### config.mk
export PLATFORM = sky130hd
export DESIGN_NAME = writeback_arbiter
export DESIGN_NICKNAME = d
export VERILOG_FILES = /design/src/rtl/writeback_arbiter.sv
export SDC_FILE = /design/constraint.sdc
export NUM_CORES = 1
export LEC_CHECK = 0
export BUFFER_PORTS_ARGS = -buffer_cell sky130_fd_sc_hd__buf_2
export CAP_MARGIN = 20
export CORE_MARGIN = 3
export CORE_UTILIZATION = 57
export CTS_BUF_LIST = sky130_fd_sc_hd__clkbuf_16
export DETAILED_ROUTE_END_ITERATION = 12
export GPL_TIMING_DRIVEN = 1
export PLACE_DENSITY = 0.82
export SETUP_SLACK_MARGIN = 0.1
export SLEW_MARGIN = 25
export SYNTH_ARGS = -nofsm -noshare
export SYNTH_HDL_FRONTEND = slang
export SYNTH_SLANG_ARGS = --single-unit
### constraint.sdc
create_clock -name clk -period 8.65 [get_ports clk]
set_input_delay 0.4325 -clock clk [delete_from_list [all_inputs] [get_ports clk]]
set_output_delay 0.4325 -clock clk [all_outputs]
set_load 0.1 [all_outputs]
### src/rtl/writeback_arbiter.sv
// Register-file writeback arbiter: load results have strict priority over a small
// in-order FIFO of ALU results, with per-register ordering enforced against loads.
module writeback_arbiter #(
   parameter int unsigned ALU_FIFO_DEPTH = 2
) (
   input  logic        clk,
   input  logic        reset_n,
   input  logic        alu_valid,
   output logic        alu_ready,
   input  logic [4:0]  alu_key,
   input  logic [31:0] alu_value,
   input  logic        mem_valid,
   output logic        mem_ready,
   input  logic [4:0]  mem_key,
   input  logic [31:0] mem_value,
   output logic        portD_enable,
   output logic [4:0]  portD_key,
   output logic [31:0] portD_value,
   output logic [31:0] busy_mask,
   output logic [3:0]  fifo_count
);

   localparam int unsigned KEY_W  = 5;
   localparam int unsigned DATA_W = 32;
   localparam int unsigned CNT_W  = 4;
   localparam int unsigned PTR_W  = (ALU_FIFO_DEPTH > 1) ? $clog2(ALU_FIFO_DEPTH) : 1;

   typedef struct packed {
      logic [KEY_W-1:0]  key;
      logic [DATA_W-1:0] value;
   } wb_entry_t;

   wb_entry_t                 fifo_mem [ALU_FIFO_DEPTH];
   logic [ALU_FIFO_DEPTH-1:0] fifo_vld;
   logic [PTR_W-1:0]          head;
   logic [PTR_W-1:0]          tail;

   logic key_hazard;
   logic alu_fire;
   logic mem_fire;
   logic push;
   logic mem_write;
   logic pop;

   function automatic logic [PTR_W-1:0] ptr_inc(input logic [PTR_W-1:0] p);
      return (p == PTR_W'(ALU_FIFO_DEPTH - 1)) ? '0 : p + PTR_W'(1);
   endfunction

   // Key lookup across valid FIFO entries feeds both the load hazard and busy_mask.
   always_comb begin
      key_hazard = 1'b0;
      busy_mask  = '0;
      for (int i = 0; i < int'(ALU_FIFO_DEPTH); i++) begin
         if (fifo_vld[i]) begin
            if (fifo_mem[i].key == mem_key) key_hazard = 1'b1;
            busy_mask[fifo_mem[i].key] = 1'b1;
         end
      end
      if (portD_enable) busy_mask[portD_key] = 1'b1;
      busy_mask[0] = 1'b0;
   end

   assign alu_ready = reset_n && (fifo_count < CNT_W'(ALU_FIFO_DEPTH));
   assign mem_ready = reset_n && !((mem_key != '0) && key_hazard);

   assign alu_fire  = alu_valid && alu_ready;
   assign mem_fire  = mem_valid && mem_ready;
   assign push      = alu_fire && (alu_key != '0);
   assign mem_write = mem_fire && (mem_key != '0);
   assign pop       = !mem_write && (fifo_count != '0);

   // FIFO control and registered write port.
   always_ff @(posedge clk or negedge reset_n) begin
      if (!reset_n) begin
         fifo_vld     <= '0;
         head         <= '0;
         tail         <= '0;
         fifo_count   <= '0;
         portD_enable <= 1'b0;
         portD_key    <= '0;
         portD_value  <= '0;
      end else begin
         if (push) begin
            fifo_vld[tail] <= 1'b1;
            tail           <= ptr_inc(tail);
         end
         if (pop) begin
            fifo_vld[head] <= 1'b0;
            head           <= ptr_inc(head);
         end
         case ({push, pop})
            2'b10:   fifo_count <= fifo_count + CNT_W'(1);
            2'b01:   fifo_count <= fifo_count - CNT_W'(1);
            default: fifo_count <= fifo_count;
         endcase

         if (mem_write) begin
            portD_enable <= 1'b1;
            portD_key    <= mem_key;
            portD_value  <= mem_value;
         end else if (pop) begin
            portD_enable <= 1'b1;
            portD_key    <= fifo_mem[head].key;
            portD_value  <= fifo_mem[head].value;
         end else begin
            portD_enable <= 1'b0;
            portD_key    <= '0;
            portD_value  <= '0;
         end
      end
   end

   // Payload storage needs no reset; validity is tracked in fifo_vld.
   always_ff @(posedge clk) begin
      if (push) fifo_mem[tail] <= '{key: alu_key, value: alu_value};
   end

endmodule

After elaboration in Yosys (flattened, before gate mapping)

Memories as Yosys holds them, arrays and structs flattened.
Cells that the tools add are included.

Register bits after elaboration: 46
RAM bits: 74
Input port bits: 78
Output and inout bits: 76
Logic and storage cells: 81
Memories: 1

Memories:

| memory   | depth | bits a word | rd ports | clocked after Yosys merged registers in | wr ports | line | source |
|---|---|---|---|---|---|---|---|
| fifo_mem | 2     | 37          | 3        | 0                                       | 1        | 33   | `wb_entry_t fifo_mem [ALU_FIFO_DEPTH];` |

Add/sub/neg operators: 4
$lt $le $gt $ge: 11
Eq/ne operators: 4
Mux-type cells: 30
Bitwise gates (word level): 5
Reductions and logical operators: 19

Operators with widths:

| operator              | number |
|---|---|
| $mux W32              | 5 |
| $or A32 B32 Y32       | 2 |
| $lt A5 B6 Y1 const B  | 3 |
| $demux W1 S5          | 3 |
| $ge A5 B1 Y1 const B  | 3 |
| $mux W1               | 15 |
| $logic_and A1 B1 Y1   | 13 |
| $eq A5 B5 Y1          | 2 |
| $mux W5               | 2 |
| $reduce_bool A5 Y1    | 2 |
| $pmux W4 S2           | 1 |
| $add A4 B1 Y4 const B | 1 |
| $lt A1 B2 Y1 const B  | 2 |
| $lt A4 B2 Y1 const B  | 1 |
| $mux W2               | 2 |
| $reduce_bool A4 Y1    | 1 |
| $sub A4 B1 Y4 const B | 1 |
| $add A1 B1 Y1 const B | 2 |
| $and A2 B2 Y2         | 1 |
| $demux W1 S1          | 2 |
| $eq A2 B1 Y1 const B  | 1 |
| $eq A2 B2 Y1 const B  | 1 |
| $ge A1 B1 Y1 const B  | 2 |
| $logic_not A1 Y1      | 2 |
| 3 further kinds       | 3 |

Logic depth before layout (Yosys ltp)

An unclocked memory read counts as a cell.

Depth after elaboration: 15
Mapped depth: 13
Mapped depth without buffers: 12

Worst setup path after synthesis

No wires, ideal clock.

Kind: register -> register
From: reg fifo_count[1]
To: mem fifo_mem[1][0] (netlist bit) (enable)
Library setup time: 0.433 ns
Arrival time: 5.119 ns
Data required time: 8.217 ns
Slack: 3.098 ns
Cell stages (with the launch flop): 5
Buffers on the path: 1
Period minus slack after synthesis: 5.552 ns
Path through: dfrtp_1 clkbuf_2 nor4b_2 o211ai_1 nor2_1

Word-level cells in the longest chain between the ends: 6

Ends and longest elaborated chain:

| element                       | line | source |
|---|---|---|
| from (decl)                   | 20   | `output logic [3:0] fifo_count` |
| from (signal assigned)        | 92   | `2'b10: fifo_count <= fifo_count + CNT_W'(1);` |
| from (signal assigned)        | 93   | `2'b01: fifo_count <= fifo_count - CNT_W'(1);` |
| from (signal assigned)        | 94   | `default: fifo_count <= fifo_count;` |
| $lt A4 B2 Y1                  | 63   | `assign alu_ready = reset_n && (fifo_count < CNT_W'(ALU_FIFO_DEPTH));` |
| $logic_and A1 B1 Y1           | 63   |  |
| named net alu_ready           | 9    | `output logic alu_ready,` |
| $logic_and A1 B1 Y1           | 66   | `assign alu_fire = alu_valid && alu_ready;` |
| $logic_and A1 B1 Y1           | 68   | `assign push = alu_fire && (alu_key != '0);` |
| $mux W1                       | 115  | `if (push) fifo_mem[tail] <= '{key: alu_key, value: alu_value};` |
| $mux W1 (not written as such) | 115  |  |
| to (decl)                     | 33   |  |

The timed path passes the listed nets, and every way through them passes these cells.

==> impl_metrics.toml <==
[power]
p_int_mw = 1.40
p_switching_mw = 1.27
p_seq_frac = 0.310
clockPowerShare = 0.246
vdd_ir_drop_max_v = 0.000238
combPwrFrac = 0.444
swShare = 0.474
pwr_density_cell_nw_per_um2 = 374
p_leak_nw = 3.26
p_total_mw = 2.67

[detailed_routing]
wire_per_inst_um = 17.9
via_count = 4179
via_per_inst = 5.65
drc = 0
drtIter0Drc = 328
routed_wl_mm = 13.3
ant_nets = 0
firstDrtPassIters = 7

[setup_path]
crit_path_start = "fifo_mem[0][32]"
arrival_ns = 2.45
crit_type = "reg2out"
endpoint_kind = "output port"
start_kind = "flip-flop"
required_ns = 8.22
rr_startpoint = "fifo_count[1]"
crit_fanout = 7

[synth]
syn-instance-count = 447
synth-edff-count = 74
synth_most_common_cell = "edfxtp_1"
synthFlopType = "edfxtp_1"
synthArstFlopShare = 0.383
syn_avg_cell_area_um2 = 12.8
ys_warn_count = 0
synth.distinct_cells = 40
synth.largest_area_cell = "edfxtp_1"
synth_area_um2 = 5720
yosys-top-cells-count = "edfxtp_1, nand2_1, nor2_1"
syn-num-nets = 528
synth_area_leaders = "edfxtp_1, dfrtp_1, mux2_4, mux2i_1, nand2_1"
synth-seq-cells = 120
synth_top_area_share = 0.389
synth-seq-area-share = 0.590

[clocking]
numCtsBuffers = 17
ctsHoldBuffers = 0
post_cts.repair.setup_buffers = 0
ctsResizeCount = 0
clockBufferDepth = 2
cts.sinks = 120
clk_transition_reported_paths_ns = 0.05
h-tree-depth = 4
clock_latency_ns = 0.40
cts_root_buf = "clkbuf_16"
cts_tree = "done"

[layout]
design_area_um2 = 7150
antenna_cells = 0
syn2layout_area_growth_pct = 24.9
seq_area_um2 = 3380
n_fill_cell = 624
nNetsFinal = 679
final_layout_size_suffix_gt1_frac = 0.378
multi_input_comb_area_um2 = 2190

[sta]
layout_min_cycle_time_ns = 2.89
setup-tns-final_ns = 0
slew_violations = 0
max_freq_ghz = 0.346
period_share = 0.334
setup_viol = 0
maxSlewHeadroom = 0.387
hold_viol = 0
worstMarginPinSlew_ns = 0.918
rsz0062_at_grt = "false"
worst_slack_ns = 5.76
finalClockSkew_ns = 0.00827
holdWs_ns = 0.140

[grt]
use_met3 = 0.0698
first_global_vias = 4177
grt.busiest_layer = "met2"
grt-ovfl-total = 0
grtUsageMet2 = 0.408
grt_pass1_wl_mm = 20.5
grt_max_degree = 50
grt_usage = 0.236
grt_use_met1 = 0.278
antenna_found_initial = 0

[placement]
portBuffers = 152
gp_congestion = 0.868
place_ws_ns = 5.51
dpl-instance-area_um2 = 6530
dp.final_hpwl_mm = 8.75

[floorplanning]
rows = 35
ios = 154
start_util = 0.602
die-area_um2 = 11300
die_h_um = 106
core_um2 = 9500
fp.dieW_um = 106

[hold_path]
hold_class = "in2async"

[status]
status = "finished, final reports clean"

[job]
drv_cap = 0
==> critical path, cell delays in order (launching register included) <==
cell and delay (ns):
edfxtp_1 0.48, nor3b_1 0.78, a22oi_1 0.24, nand2_1 0.12, buf_2 0.43
==> power groups by stage <==
stage          sequential (mW)  clock [mW]  combinational [mW]
4_1_cts                  0.825       0.665                1.18
3_3_place_gp             0.828           0                1.16
3_5_place_dp             0.833           0                1.18
6_report                 0.827       0.658                1.18
2_1_floorplan             1.30           0               0.509
5_1_grt                  0.842       0.697                1.23
==> layout make-up <==
class / count / share of cell area
sequential: 120 / 0.473
timing repair buffer: 157 / 0.117
clock buffer: 17 / 0.0595
multi-input combinational: 297 / 0.306
clock inverter: 15 / 0.0193
tap: 129 / 0.0226
inverter: 5 / 0.00263
==> layer usage <==
layer	part of all wire	wire, um
met1	0.38	5020
met2	0.52	6850
met3	0.088	1170
met4	0.018	241
met5	0	0
==> worst paths after layout <==
path | end | slack (ns) | cells after the start
worst max register to register | fifo_count[2] | 5.77 | 11
max in group asynchronous | head | 8.03 | 2
worst max-delay path | busy_mask[16] | 5.76 | 4
worst min-delay path | portD_value[1] | 0.14 | 2
worst min register to register | tail | 0.56 | 1
min in group clk | fifo_mem[1][1] | 0.22 | 1
==> cells in the final DEF, fill, tap and decap left out, drive strengths merged, types with 2 or more instances in the layout <==
master    count
and3b         7
ha            3
nand4         3
clkbuf       17
dfrtp        46
clkinv        6
mux2         38
and3          6
o22a          2
nor2         52
xnor2        13
mux2i        38
inv           8
edfxtp       74
xor2          4
a222oi        2
nor3b        12
nor3          4
nand2        71
bufinv        2
clkinvlp      4
buf         157
a22oi        29
==> stage by stage <==
step	cells	util
6_report	740	0.752
5_1_grt	740	0.752
4_1_cts	738	0.746
3_5_place_dp	706	0.687
3_3_place_gp	706	0.687
2_1_floorplan	447	-
==> flip-flops by register name (all words and copies together) (netlist names) <==
| signal | cells |
|---|---|
| fifo_count | 4 |
| fifo_mem | 74 |
| fifo_vld | 2 |
| head | 1 |
| portD_enable | 1 |
| portD_key | 5 |
| portD_value | 32 |
| tail | 1 |
==> cells by family after synthesis <==
logic type	after synthesis	share of synthesized area
muxes	76	0.161
AOI/OAI and AO/OA	40	0.0536
adders and majority gates	3	0.00656
DFF	120	0.590
other	1	0.000656
xor gates and xnor gates	17	0.0260
buffers and inverters	30	0.0319
and+or+nand+nor	160	0.130
Note: power is estimated with default switching activity, not from simulation.
